## src/rtl/alu_vec_pkg.sv

```systemverilog
// Shared types for the lane-sequenced vector ALU: opcode encoding and FSM states.
package alu_vec_pkg;

  typedef enum logic [2:0] {
    OP_ADD = 3'b000,
    OP_SUB = 3'b001,
    OP_AND = 3'b010,
    OP_OR  = 3'b011,
    OP_XOR = 3'b100,
    OP_SLL = 3'b101,
    OP_SRL = 3'b110,
    OP_MUL = 3'b111
  } opcode_e;

  typedef enum logic [1:0] {
    IDLE = 2'b00,
    BUSY = 2'b01,
    DONE = 2'b10
  } state_e;

endpackage

```

## src/rtl/alu_vec_lane.sv

```systemverilog
// One element-wide ALU lane. Purely combinational; the top instantiates LANES of these
// and time-multiplexes them across the vector.
module alu_vec_lane
  import alu_vec_pkg::*;
#(
  parameter int ELEMENT = 16
) (
  input  logic [ELEMENT-1:0] i_a,
  input  logic [ELEMENT-1:0] i_b,
  input  opcode_e            i_op,
  input  logic               i_sat,
  output logic [ELEMENT-1:0] o_res
);

  localparam int MSB = ELEMENT - 1;
  localparam int SHW = (ELEMENT > 1) ? $clog2(ELEMENT) : 1;
  localparam logic [ELEMENT-1:0] MAX_POS = {1'b0, {(ELEMENT-1){1'b1}}};
  localparam logic [ELEMENT-1:0] MIN_NEG = {1'b1, {(ELEMENT-1){1'b0}}};

  logic [ELEMENT-1:0] w_sum;
  logic [ELEMENT-1:0] w_diff;
  logic               w_addOvf;
  logic               w_subOvf;
  logic [SHW-1:0]     w_shamt;

  assign w_sum   = i_a + i_b;
  assign w_diff  = i_a - i_b;
  // Signed overflow: same-sign operands for add (opposite-sign for sub) producing a result
  // whose sign differs from A. The clamp direction then follows the sign of A.
  assign w_addOvf = (i_a[MSB] == i_b[MSB]) && (w_sum[MSB]  != i_a[MSB]);
  assign w_subOvf = (i_a[MSB] != i_b[MSB]) && (w_diff[MSB] != i_a[MSB]);
  assign w_shamt  = i_b[SHW-1:0];

  // Element operation select; saturation only affects ADD/SUB.
  always_comb begin
    o_res = '0;
    case (i_op)
      OP_ADD:  o_res = (i_sat && w_addOvf) ? (i_a[MSB] ? MIN_NEG : MAX_POS) : w_sum;
      OP_SUB:  o_res = (i_sat && w_subOvf) ? (i_a[MSB] ? MIN_NEG : MAX_POS) : w_diff;
      OP_AND:  o_res = i_a & i_b;
      OP_OR:   o_res = i_a | i_b;
      OP_XOR:  o_res = i_a ^ i_b;
      OP_SLL:  o_res = i_a << w_shamt;
      OP_SRL:  o_res = i_a >> w_shamt;
      OP_MUL:  o_res = i_a * i_b;
      default: o_res = '0;
    endcase
  end

endmodule

```

## src/rtl/alu_vec_seq.sv

```systemverilog
// Lane-sequenced vector ALU top: captures operands on accept, walks LANES elements per
// beat through the lane array into the result register, then holds the result until taken.
module alu_vec_seq
  import alu_vec_pkg::*;
#(
  parameter int VECTOR_SIZE = 256,
  parameter int ELEMENT     = 16,
  parameter int LANES       = 4
) (
  input  logic                   clk,
  input  logic                   rst_n,
  input  logic                   in_valid,
  output logic                   in_ready,
  input  logic [VECTOR_SIZE-1:0] vectorA,
  input  logic [VECTOR_SIZE-1:0] vectorB,
  input  logic [2:0]             opcode,
  input  logic                   saturate,
  output logic                   out_valid,
  input  logic                   out_ready,
  output logic [VECTOR_SIZE-1:0] result
);

  localparam int NUM_ELEM = VECTOR_SIZE / ELEMENT;
  localparam int BEATS    = NUM_ELEM / LANES;
  localparam int BEAT_W   = (BEATS > 1) ? $clog2(BEATS) : 1;
  localparam logic [BEAT_W-1:0] LAST_BEAT = BEAT_W'(BEATS - 1);

  // Refuse to elaborate a geometry that does not tile evenly into elements and beats.
  if ((VECTOR_SIZE % ELEMENT) != 0 || (NUM_ELEM % LANES) != 0) begin : g_badParams
    $error("alu_vec_seq: VECTOR_SIZE must be a multiple of ELEMENT and NUM_ELEM a multiple of LANES");
  end

  state_e                 r_state;
  logic [BEAT_W-1:0]      r_beat;
  logic [VECTOR_SIZE-1:0] r_a;
  logic [VECTOR_SIZE-1:0] r_b;
  opcode_e                r_op;
  logic                   r_sat;
  logic [VECTOR_SIZE-1:0] r_result;

  logic [ELEMENT-1:0] w_laneA   [LANES];
  logic [ELEMENT-1:0] w_laneB   [LANES];
  logic [ELEMENT-1:0] w_laneRes [LANES];

  // Steer the current beat's slice of the captured operands onto the lane inputs.
  always_comb begin
    for (int l = 0; l < LANES; l++) begin
      w_laneA[l] = r_a[(int'(r_beat) * LANES + l) * ELEMENT +: ELEMENT];
      w_laneB[l] = r_b[(int'(r_beat) * LANES + l) * ELEMENT +: ELEMENT];
    end
  end

  for (genvar l = 0; l < LANES; l++) begin : g_lane
    alu_vec_lane #(
      .ELEMENT(ELEMENT)
    ) u_lane (
      .i_a  (w_laneA[l]),
      .i_b  (w_laneB[l]),
      .i_op (r_op),
      .i_sat(r_sat),
      .o_res(w_laneRes[l])
    );
  end

  assign in_ready  = (r_state == IDLE);
  assign out_valid = (r_state == DONE);
  assign result    = r_result;

  // Control FSM plus operand capture and per-beat result writeback; reset discards any in-flight work.
  always_ff @(posedge clk or negedge rst_n) begin
    if (!rst_n) begin
      r_state  <= IDLE;
      r_beat   <= '0;
      r_a      <= '0;
      r_b      <= '0;
      r_op     <= OP_ADD;
      r_sat    <= 1'b0;
      r_result <= '0;
    end else begin
      case (r_state)
        IDLE: begin
          if (in_valid) begin
            r_a     <= vectorA;
            r_b     <= vectorB;
            r_op    <= opcode_e'(opcode);
            r_sat   <= saturate;
            r_beat  <= '0;
            r_state <= BUSY;
          end
        end
        BUSY: begin
          for (int l = 0; l < LANES; l++) begin
            r_result[(int'(r_beat) * LANES + l) * ELEMENT +: ELEMENT] <= w_laneRes[l];
          end
          if (r_beat == LAST_BEAT) begin
            r_beat  <= '0;
            r_state <= DONE;
          end else begin
            r_beat <= r_beat + 1'b1;
          end
        end
        DONE: begin
          if (out_ready) begin
            r_state <= IDLE;
          end
        end
        default: r_state <= IDLE;
      endcase
    end
  end

endmodule

```

## config.mk

```make
export PLATFORM = sky130hd
export DESIGN_NAME = alu_vec_seq
export DESIGN_NICKNAME = d
export VERILOG_FILES = /design/src/rtl/alu_vec_pkg.sv /design/src/rtl/alu_vec_lane.sv /design/src/rtl/alu_vec_seq.sv
export SDC_FILE = /design/constraint.sdc
export NUM_CORES = 2
export LEC_CHECK = 0
export CORE_MARGIN = 2
export CORE_UTILIZATION = 39
export DETAILED_ROUTE_END_ITERATION = 10
export SYNTH_ARGS = -nofsm -noshare
export SYNTH_HDL_FRONTEND = slang
export SYNTH_SLANG_ARGS = --single-unit
```

## constraint.sdc

```tcl
create_clock -name clk -period 8.3 [get_ports clk]
set_clock_uncertainty 0.05 [all_clocks]
set_input_delay 1.66 -clock clk [delete_from_list [all_inputs] [get_ports clk]]
set_output_delay 1.66 -clock clk [all_outputs]
set_load 0.005 [all_outputs]
```

==> Word level (Yosys, flattened, before mapping) <==
Index checks and enable logic that the tools add are counted.
{ "totals": {"out_inout_bits": 258, "reg_bits": 776, "ramBits": 0, "inputBits": 520, "latchBits": 0, "romBits": 0, "n_memories": 0} }
{ "classes": {"div": 0, "n_mul": 4, "magnitude_cmp": 0, "reduce_logical": 22, "n_addsub": 16, "bitwise_logic": 12, "eq_ne": 29, "mux": 27, "n_shift": 24} }
{ "op_table": {"columns": ["op", "n"], "rows": [
  ["variable part select 256 x 32 -> 16 bit", 6],
  ["bitwise mux 256 bit", 4],
  ["variable shift 16 x 33 -> 256 bit, first input constant", 4],
  ["variable part select 16 x 33 -> 256 bit", 4],
  ["case mux 16 bit (8 select lines)", 4],
  ["variable part select 256 x 9 -> 16 bit", 2],
  ["2-to-1 mux 16 bit", 12],
  ["negator 9 -> 33 bit", 3],
  ["adder 16 bit", 4],
  ["bitwise AND 16 bit", 4],
  ["multiplier 16 x 16 -> 16 bit", 4],
  ["bitwise OR 16 bit", 4],
  ["left shift 16 x 4 -> 16 bit", 4],
  ["right shift 16 x 4 -> 16 bit", 4],
  ["subtractor 16 bit", 4],
  ["bitwise XOR 16 bit", 4],
  ["negator 8 -> 33 bit", 1],
  ["logical AND 1 bit", 16],
  ["== test 3 bit, second input constant", 4],
  ["inequality test 1 bit", 12],
  ["adder 4 x 2 -> 5 bit, second input constant", 2],
  ["2-to-1 mux 2 bit", 5],
  ["== test 3 x 2 -> 1 bit, second input constant", 2],
  ["case mux 2 bit (3 select lines)", 1],
  ["14 further kinds", 20]
]} }

==> Depth between registers and ports, before layout <==
{ "logic_depth": {"ltp_word": 12, "depth_mapped": 35} }

==> Cells and area by module <==
From an unflattened synthesis, not the netlist that was laid out.
{ "hier_totals": {"hier_cells": 6456, "hier_area_um2": 64707.1} }
{ "by_module_without_submodules": {"columns": ["mod", "instances", "cells_each", "area_per_inst_um2"], "rows": [
  ["alu_vec_seq", 1, 2172, 34042.6],
  ["alu_vec_lane at g_lane[1].u_lane", 1, 1090, 7786.2],
  ["alu_vec_lane at g_lane[3].u_lane", 1, 1080, 7721.2],
  ["alu_vec_lane at g_lane[2].u_lane", 1, 1060, 7634.8],
  ["alu_vec_lane at g_lane[0].u_lane", 1, 1054, 7522.2]
]} }

==> Worst setup path before layout <==
No wires, ideal clock.
{ "synth_timing": {"path_type": "flip-flop to flip-flop", "start": "register r_beat[1]", "end": "register r_result[157], in the netlist result[157]", "arrival_time_ns": 7.339, "setup_slack_ns": 0.790, "stages_incl_launch_ff": 30, "required_time_ns": 8.129, "synth_period_minus_slack_ns": 7.510, "cell_sequence": "dfrtp_1 buf_4 buf_2 buf_2 mux2i_1 nand2_1 o21ai_0 inv_2 clkbuf_1 clkbuf_1 buf_1 nand2_1 fa_1 fa_1 inv_1 fa_1 inv_1 fa_1 inv_1 fa_1 inv_1 fa_1 inv_1 ha_1 o41ai_1 xnor2_1 a2111o_1 o32ai_1 a211oi_1 a22o_1"} }
{ "synth_via": {"elab_chain_len": 12, "elab_cells_between_ends": 107} }
{ "synth_rtl": {"columns": ["item", "line", "source"], "rows": [
  ["from (decl)", "alu_vec_seq.sv:34", "logic [BEAT_W-1:0] r_beat;"],
  ["from (signal assigned)", "alu_vec_seq.sv:99", "r_beat <= r_beat + 1'b1;"],
  ["parallel branches: the longest is 11 deep, another holds multiplier 16 x 16 -> 16 bit", null, null],
  ["bitwise mux 256 bit *", "alu_vec_seq.sv:93", "r_result[(int'(r_beat) * LANES + l) * ELEMENT +: ELEMENT] <= w_laneRes[l];"],
  ["to (signal, indexed assignment)", "alu_vec_seq.sv:93", null],
  ["to (decl)", "alu_vec_seq.sv:39", "logic [VECTOR_SIZE-1:0] r_result;"]
]} }
Mark *: on every way between the ends.
A chain may end at the register's enable or synchronous reset.

==> Final worst setup path <==
{ "layout_timing": {"start": "register r_beat[0]", "end": "register r_result[251], in the netlist result[251]"} }
The elaborated chain is that of the path after synthesis.

==> impl_metrics.ini <==
[outcome]
status = finished clean

[global_routing]
grt_pass1_wl_um = 397000
grt_max_degree = 220
grt_pass1_vias = 56800
grt_overflow = 0
antenna_found_initial = 44
grt_use_total = 0.333

[cells_and_area]
n_fill_cell = 15400
final_common_cell = nand2_1
final_cell_mix = nand2_1 (2,162), clkdlybuf4s50_1 (776), dfrtp_1 (771), inv_1 (669), nor2_1 (531)
ff_latch_area_um2 = 19400
multi_input_area_um2 = 37800
finalNetCount = 9209
syn2layout_area_growth_pct = 21.2
drive_above_1_share = 0.0663

[clock_network]
clock_sinks = 776
ctsLongestPathBuffers = 3
cts.clk_slew.worst_paths_ps = 60
h-tree-depth = 3
clock_latency_ps = 740
cts_resized = 0
post-cts-setup-buffer-count = 0
hold_buffers = 0
cts_buffers = 86
cts_tree = built
root_buffer = clkbuf_16

[synth]
synth_edf_count = 0
syn_inst = 7340
async_flop_share = 1.00
synth_area_um2 = 61500
ys_seq_area_frac = 0.316
synthesis.nets = 8584
ys_types = 99
yosysWarnings = 0
synth_ff_type = dfrtp_1
ys_ff_latch = 776
syn_avg_cell_area_um2 = 8.38

[job]
cap_violations = 0

[routing]
first_pass_iters = 6
drt-total-wl_um = 273000
via_per_inst = 5.65
drtAntennaViolNets = 0
drt_iter0_markers = 6264
drc = 0
vias = 57200
post_drt_wl_per_cell_um = 27.0

[sta]
period_minus_slack_ps = 7830
relSlewSlack = 0.211
period_share = 0.943
setup_viol = 0
max_freq_ghz = 0.128
setup-tns-final_ps = 0
rsz0062_at_grt = no
hold_viol_final = 0
final-max-slew-violation-count = 0
worst_pin_slew_ps = 1170

[die]
rows = 145
fp.dieArea_um2 = 161000
die_w_um = 401
coreArea_um2 = 156000
start_util = 0.393
ios = 778
fp.dieH_um = 401

[worst_setup_path]
critPathRequiredTime_ps = 8910
slowest_delay_ps = 760
cp-start-kind = flip-flop
cp_max_fo = 16
worstSetupPathType = reg2reg
path_cells = buf_4, mux4_2, ha_1, fa_1, inv_1, fa_1, inv_1, ha_1, fa_1, fa_1, inv_1, fa_1, inv_1, ha_1, or3_1, o211a_1, o21a_1, o31ai_1, a2111oi_2, a221oi_1, a2bb2oi_1, a22o_1
end_kind = flip-flop
arrival_ps = 8430
crit_path_frequent_cell = fa_1
reg2reg_depth = 22
slowest_stage = mux4_2
cp_num_buf_inv = 5
cp_top_family = adder cells
cp.depth = 22

[place]
dp_hpwl_um = 218000
place_congestion = 1.07
io_buffers = 777

[hold_path]
min_path_cells = 2
hp-class = reg2reg
-- metal layers --
layer | track usage | vias to the layer above | wire [um]
met2 | 0.492 | 2989 | 117000
met1 | 0.471 | 28300 | 118000
met4 | 0.130 | 40 | 11100
li1 | - | 25400 | -
met3 | 0.0768 | 496 | 26500
met5 | 0 | - | 277
-- state kept, by name, indices dropped and copies added, names as in the netlist --
signal	cells
result	256
r_b	256
r_op	3
r_beat	2
r_a	256
r_sat	1
r_state	2
-- worst paths after layout --
path | from | to | slack [ps]
setup reg to reg | r_beat[0] | result[251] | 470
setup / recovery | r_beat[0] | result[251] | 470
hold / removal | r_b[250] | r_b[250] | 420
hold reg to reg | r_b[250] | r_b[250] | 420
max in group asynchronous | rst_n | r_a[169] | 5450
min in group asynchronous | rst_n | r_sat | 920
-- cells by family after synthesis --
kind of cell               synth area share
and+or+nand+nor                       0.192
xor gates and xnor gates             0.0330
AOI/OAI and AO/OA                     0.136
DFF                                   0.316
muxes                                0.0657
adders and majority gates             0.187
buffers and inverters                0.0709
-- cell usage after synthesis, types with 26 or more instances --
master / n / area (um^2)
dfrtp_1: 776 / 19400
inv_1: 669 / 2510
mux4_2: 119 / 2680
a21o_1: 35 / 263
nand2_1: 2167 / 8130
mux2_2: 34 / 383
ha_1: 396 / 4950
o21ai_0: 287 / 1440
fa_1: 328 / 6570
a31oi_1: 51 / 319
o211ai_1: 41 / 308
clkbuf_1: 258 / 968
xor2_1: 42 / 368
a211oi_1: 52 / 390
a22o_1: 103 / 902
nand2b_1: 28 / 175
o31ai_1: 43 / 323
or3_1: 26 / 163
o22ai_1: 76 / 475
mux2i_1: 94 / 941
xnor2_1: 182 / 1590
nor2_1: 532 / 2000
buf_1: 37 / 139
a21oi_1: 358 / 1790
buf_2: 75 / 375
nand3_1: 55 / 275
nor3_1: 65 / 325
-- worst min-delay path, stage by stage (launching register included) --
cell and delay, ps:
dfrtp_1 340, nand2_1 50, nand2_1 50
-- metrics by stage --
stage	hold slack [ps]	instances	worst slack, ps	instance area [um^2]	utilization
2_1_floorplan	390	7340	790	61500	-
3_5_place_dp	407	9935	494	71500	0.457
5_1_grt	437	10100	122	74500	0.476
4_1_cts	422	10100	480	74500	0.476
6_report	417	10100	473	74500	0.477
3_3_place_gp	403	9934	683	71500	0.457
-- cell type report --
cell class | count | share of cell area
flip-flops and latches | 776 | 0.261
multi-input cells | 5473 | 0.507
inverters | 696 | 0.0351
diodes | 17 | 0.000571
repair buffers | 932 | 0.122
well taps | 2058 | 0.0346
clock inverters | 37 | 0.00655
clock buffers | 122 | 0.0331
Power is not shown: default switching activity piles up to over one toggle a cycle in this logic, so the estimate is an artifact.
